**src/rtl/fwd_hazard_unit.sv**
```systemverilog
`default_nettype none
// ============================================================================
//  Module      : fwd_hazard_unit
//  Description : Operand forwarding select and load-use hazard stall unit for
//                the execute stage.
//                - src_sel picks, per EXE operand, Decode (0), MEM (1) or
//                  WB (2) as the data source; MEM wins over WB.
//                - stall is raised when the load in EXE writes a register
//                  that the Decode instruction reads, and is held for
//                  MEM_LAT cycles in total.
//                - stall_cycles is a saturating count of stalled cycles.
//  Ports       : clk, rst            clock, synchronous active-high reset
//                src_EXE, src_ID     packed operand indices (REG_W each)
//                src_valid_ID        per-operand read enables in Decode
//                dest_*/WB_EN_*      destination / write enable per stage
//                MEM_R_EXE           EXE instruction is a load
//                flush               branch-taken flush
//                src_sel             packed 2-bit per-operand selects
//                stall               pipeline freeze / bubble insert
//                stall_cycles        saturating stall-cycle counter
//  Revision    : 1.0 - initial release
// ============================================================================
module fwd_hazard_unit #(
    parameter int REG_W       = 4,
    parameter int NUM_SRC     = 3,
    parameter int MEM_LAT     = 1,
    parameter int ZERO_REG_EN = 0
) (
    input  logic                     clk,
    input  logic                     rst,
    input  logic [NUM_SRC*REG_W-1:0] src_EXE,
    input  logic [NUM_SRC*REG_W-1:0] src_ID,
    input  logic [NUM_SRC-1:0]       src_valid_ID,
    input  logic [REG_W-1:0]         dest_EXE,
    input  logic                     WB_EN_EXE,
    input  logic                     MEM_R_EXE,
    input  logic [REG_W-1:0]         dest_MEM,
    input  logic [REG_W-1:0]         dest_WB,
    input  logic                     WB_EN_MEM,
    input  logic                     WB_EN_WB,
    input  logic                     flush,
    output logic [NUM_SRC*2-1:0]     src_sel,
    output logic                     stall,
    output logic [15:0]              stall_cycles
);

    localparam logic [0:0] c_IDLE = 1'b0;
    localparam logic [0:0] c_WAIT = 1'b1;

    // Cycles left in WAIT after the first (IDLE) stall cycle, minus one.
    localparam logic [1:0] c_WAIT_INIT = 2'((MEM_LAT >= 2) ? (MEM_LAT - 2) : 0);
    localparam logic [15:0] c_CNT_MAX  = 16'hFFFF;

    logic [NUM_SRC-1:0] w_id_hit;
    logic               w_hz;
    logic [0:0]         r_state;
    logic [0:0]         w_state_nxt;
    logic [1:0]         r_cnt;
    logic [1:0]         w_cnt_nxt;
    logic               w_stall;
    logic [15:0]        r_stall_cycles;

    // ------------------------------------------------------------------------
    // Per-operand forwarding select and Decode-side load-use match
    // ------------------------------------------------------------------------
    for (genvar i = 0; i < NUM_SRC; i++) begin : g_src
        logic [REG_W-1:0] w_a_exe;
        logic [REG_W-1:0] w_a_id;
        logic             w_zero_exe;
        logic             w_zero_id;
        logic             w_mem_hit;
        logic             w_wb_hit;

        assign w_a_exe    = src_EXE[i*REG_W +: REG_W];
        assign w_a_id     = src_ID[i*REG_W +: REG_W];
        // With a hard-wired zero register, index 0 is never a producer.
        assign w_zero_exe = (ZERO_REG_EN != 0) && (w_a_exe == '0);
        assign w_zero_id  = (ZERO_REG_EN != 0) && (w_a_id == '0);

        assign w_mem_hit  = WB_EN_MEM && (w_a_exe == dest_MEM) && !w_zero_exe;
        assign w_wb_hit   = WB_EN_WB  && (w_a_exe == dest_WB)  && !w_zero_exe;

        assign src_sel[2*i +: 2] = rst       ? 2'd0 :
                                   w_mem_hit ? 2'd1 :
                                   w_wb_hit  ? 2'd2 : 2'd0;

        assign w_id_hit[i] = src_valid_ID[i] && (w_a_id == dest_EXE) && !w_zero_id;
    end

    assign w_hz = MEM_R_EXE && WB_EN_EXE && (|w_id_hit);

    // ------------------------------------------------------------------------
    // Stall FSM: the first stall cycle is raised combinationally from IDLE;
    // any further cycles are held in WAIT, where new hazards are ignored
    // because EXE already carries a bubble.
    // ------------------------------------------------------------------------
    always_ff @(posedge clk) begin
        if (rst) begin
            r_state <= c_IDLE;
            r_cnt   <= 2'd0;
        end else begin
            r_state <= w_state_nxt;
            r_cnt   <= w_cnt_nxt;
        end
    end

    always_comb begin
        w_state_nxt = r_state;
        w_cnt_nxt   = r_cnt;
        w_stall     = 1'b0;
        case (r_state)
            c_IDLE: begin
                // A flush kills the Decode instruction, so its hazard is moot.
                if (w_hz && !flush) begin
                    w_stall = 1'b1;
                    if (MEM_LAT > 1) begin
                        w_state_nxt = c_WAIT;
                        w_cnt_nxt   = c_WAIT_INIT;
                    end
                end
            end
            c_WAIT: begin
                w_stall = 1'b1;
                if (flush || (r_cnt == 2'd0)) begin
                    w_state_nxt = c_IDLE;
                    w_cnt_nxt   = 2'd0;
                end else begin
                    w_cnt_nxt = r_cnt - 2'd1;
                end
            end
            default: begin
                w_state_nxt = c_IDLE;
                w_cnt_nxt   = 2'd0;
            end
        endcase
    end

    assign stall = w_stall && !rst;

    // ------------------------------------------------------------------------
    // Saturating stall-cycle counter
    // ------------------------------------------------------------------------
    always_ff @(posedge clk) begin
        if (rst) begin
            r_stall_cycles <= 16'd0;
        end else if (w_stall && (r_stall_cycles != c_CNT_MAX)) begin
            r_stall_cycles <= r_stall_cycles + 16'd1;
        end
    end

    assign stall_cycles = r_stall_cycles;

endmodule
`default_nettype wire

```
**config.mk**
```make
export PLATFORM = sky130hd
export DESIGN_NAME = fwd_hazard_unit
export DESIGN_NICKNAME = d
export VERILOG_FILES = /design/src/rtl/fwd_hazard_unit.sv
export SDC_FILE = /design/constraint.sdc
export NUM_CORES = 1
export LEC_CHECK = 0
export CELL_PAD_IN_SITES_DETAIL_PLACEMENT = 2
export CELL_PAD_IN_SITES_GLOBAL_PLACEMENT = 2
export CORE_UTILIZATION = 24
export CTS_CLUSTER_DIAMETER = 80
export CTS_CLUSTER_SIZE = 24
export DETAILED_ROUTE_END_ITERATION = 8
export GPL_TIMING_DRIVEN = 0
export PLACE_DENSITY = 0.95
export SYNTH_ARGS = -nofsm -noshare
export SYNTH_HDL_FRONTEND = slang
export SYNTH_SLANG_ARGS = --single-unit
```
**constraint.sdc**
```tcl
create_clock -name clk -period 4.6 [get_ports clk]
set_input_delay 0.46 -clock clk [delete_from_list [all_inputs] [get_ports clk]]
set_output_delay 0.46 -clock clk [all_outputs]
set_load 0.02 [all_outputs]
```
==> results.toml <==
[sta]
min_period_ns = 3.47
max_freq_mhz = 288
hold_viol_final = 0
fin_crit_sh = 0.755
skew_ns = 0.00273
max_slew_margin = 0.391
setup_viol_count_final = 0
setup_tns_ns = 0
tightest_slew_ns = 0.910
rsz0062_at_grt = "false"
drv_slew = 0

[cts]
postCtsHoldBufs = 0
clk_latency_ns = 0.26
clock_path_buffers = 2
ctsResizeCount = 0
cts_setup_buffers = 0
cts.clk_slew.worst_paths_ns = 0.08
cts_max_level = 1
cts_made_buffers = 3
root_buffer = "clkbuf_8"
clock_sinks = 19
cts_tree = "yes"

[die]
die_h_um = 80.4
initial_core_util = 0.249
core.rowCount = 28
die_area_um2 = 6460
die_x_um = 80.4
core-area_um2 = 5920
ios = 69

[logic_synthesis]
seq_area_frac_synth = 0.258
netlist_top_cells_area = "dfxtp_1 26%, xor2_1 11%, xnor2_1 8.3%, mux2_2 5.3%, nand3_1 4.7%"
netlist_instances = 180
synth_seq_cells = 19
synth_nets = 228
yosys_warnings = 0
synth_top_area_share = 0.258
ys_types = 35
synth_area_um2 = 1480
syn_avg_cell_area_um2 = 8.20
yosys.area.top_type = "dfxtp_1"

[layout]
n_fill_cell = 668
nets = 301
syn_to_final_growth_pct = 55.6
diodes = 0
drive_gt1_frac = 0.0556
finalInstanceArea_um2 = 2290

[route]
vias = 1631
firstDrtPassIters = 4
routedWlPerCell_um = 17.2
wl_um = 5620
antenna_left = 0
vias_per_cell = 4.99
drc_errors = 0
drt_iter0_drc = 34

[global_routing]
grt_pass1_wl_um = 8850
grt_max_degree = 11
antenna_found_initial = 0
overflow = 0
grt_pass1_vias = 1775
track_usage = 0.177

[outcome]
outcome = "completed"

[worst_setup_path]
required_ns = 4.14
path_buf_inv = 3
slowest_delay_ns = 0.59
cp_top_family = "buffers and inverters"
critPathMaxFanout = 10
path_cells = "clkdlybuf4s50_1, nand2b_1, o2111ai_1, nor3b_1, nor4_2, clkbuf_1, nor3_1, clkdlybuf4s50_1"
cp-end-kind = "output pin"
crit_top_cell = "clkdlybuf4s50_1"
critPathArrivalTime_ns = 3.01
ff2ff_setup_slack_ns = 2.41
crit_type = "input port to output pin"
crit_path_start_kind = "input port"
crit_slowest_cell = "nor4_2"

[flow_run]
drv_cap = 0

[power_and_ir_drop]
ir_drop_mv = 0.118
pwr_density_cell_nw_per_um2 = 170
cellLeakagePower_nw = 0.743

[place]
post-dp-hpwl_um = 4480
gp_congestion = 0.809
io_buffers = 68
post_dp_cell_area_um2 = 2250

[hold_path]
worstHoldPathType = "flip-flop to flip-flop"
stage by stage:
step	util	instances	power [mW]	setup WS (ns)	hold WS, ns
final	0.388	327	0.391	1.13	0.509
after floorplan	-	180	0.209	2.35	0.451
after CTS	0.388	327	0.397	1.08	0.515
after detailed placement	0.380	323	0.274	1.09	0.503
after global routing	0.388	327	0.409	0.922	0.532
after global placement	0.380	323	0.269	1.17	0.474
flip-flops by register name (all words and copies together), names as in the netlist:
register,cells
stall_cycles,16
r_cnt,2
r_state,1
tightest hold or removal path: cells and delay by family (launching register included):
family                 cells  cell delay (ns)
buffers and inverters      1             0.07
AOI/OAI and AO/OA          1             0.08
DFF                        1             0.31
logic make-up after synthesis:
logic type | after synthesis | synth area share
buf+inv | 12 | 0.0314
fa+ha+maj | 2 | 0.0170
simple gates | 84 | 0.341
flops | 19 | 0.258
mux | 9 | 0.0670
compound gates | 21 | 0.0899
xor+xnor | 33 | 0.196
worst paths after layout:
path / cells after the start / from / endpoint
setup / recovery: 8 / dest_EXE[2] / stall
hold reg to reg: 2 / r_cnt[1] / r_cnt[1]
hold / removal: 2 / r_cnt[1] / r_cnt[1]
setup reg to reg: 6 / stall_cycles[0] / stall_cycles[15]
placed cells by master (no fill, tap or decap), drive strengths merged, types with 5 or more instances in the layout:
master,Yosys,final
clkdlybuf4s50,0,68
xor2,19,19
dfxtp,19,19
xnor2,14,14
nand3,14,14
nor2,13,13
a21oi,8,8
clkbuf,4,8
nor3,7,7
nand2b,7,7
nor2b,7,7
mux2,7,7
nor4,7,7
inv,6,6
or3,6,6
nor4b,5,5
synth_stat cells:
| master | instances |
|---|---|
| a211o_1 | 1 |
| a21oi_1 | 8 |
| a222oi_1 | 1 |
| a31oi_1 | 1 |
| and2_1 | 1 |
| and3_4 | 2 |
| buf_1 | 1 |
| buf_2 | 1 |
| clkbuf_1 | 4 |
| dfxtp_1 | 19 |
| ha_1 | 2 |
| inv_1 | 6 |
| mux2_2 | 7 |
| mux2i_1 | 2 |
| nand2_1 | 4 |
| nand2b_1 | 7 |
| nand3_1 | 14 |
| nand4_1 | 3 |
| nor2_1 | 13 |
| nor2b_1 | 7 |
| nor3_1 | 7 |
| nor3b_1 | 1 |
| nor4_1 | 6 |
| nor4_2 | 1 |
| nor4b_1 | 5 |
| nor4bb_1 | 1 |
| o2111ai_1 | 1 |
| o21ai_0 | 4 |
| o31ai_1 | 4 |
| o41ai_1 | 1 |
| or3_1 | 6 |
| or4_1 | 4 |
| or4b_1 | 2 |
| xnor2_1 | 14 |
| xor2_1 | 19 |
per-layer routing:
metal,wire length [µm],global-route usage
met5,0,0
met4,37,0.0268
met2,2930,0.338
met3,216,0.0284
met1,2440,0.206
layout make-up:
type	count	area [µm²]	area share
inverters	6	22.5	0.00981
clock buffers	4	45.0	0.0196
repair buffers	68	681	0.297
flip-flops and latches	19	380	0.166
plain buffers	6	23.8	0.0104
multi-input cells	149	1050	0.457
well taps	75	93.8	0.0409
where the power goes:
group / leakage [nW] / internal, mW / total (mW) / switching [mW]
clock: 0.0228 / 0.0617 / 0.122 / 0.0603
sequential: 0.153 / 0.164 / 0.165 / 0.000269
combinational: 0.567 / 0.0574 / 0.104 / 0.0467
Power figures use the tool's default switching activity.
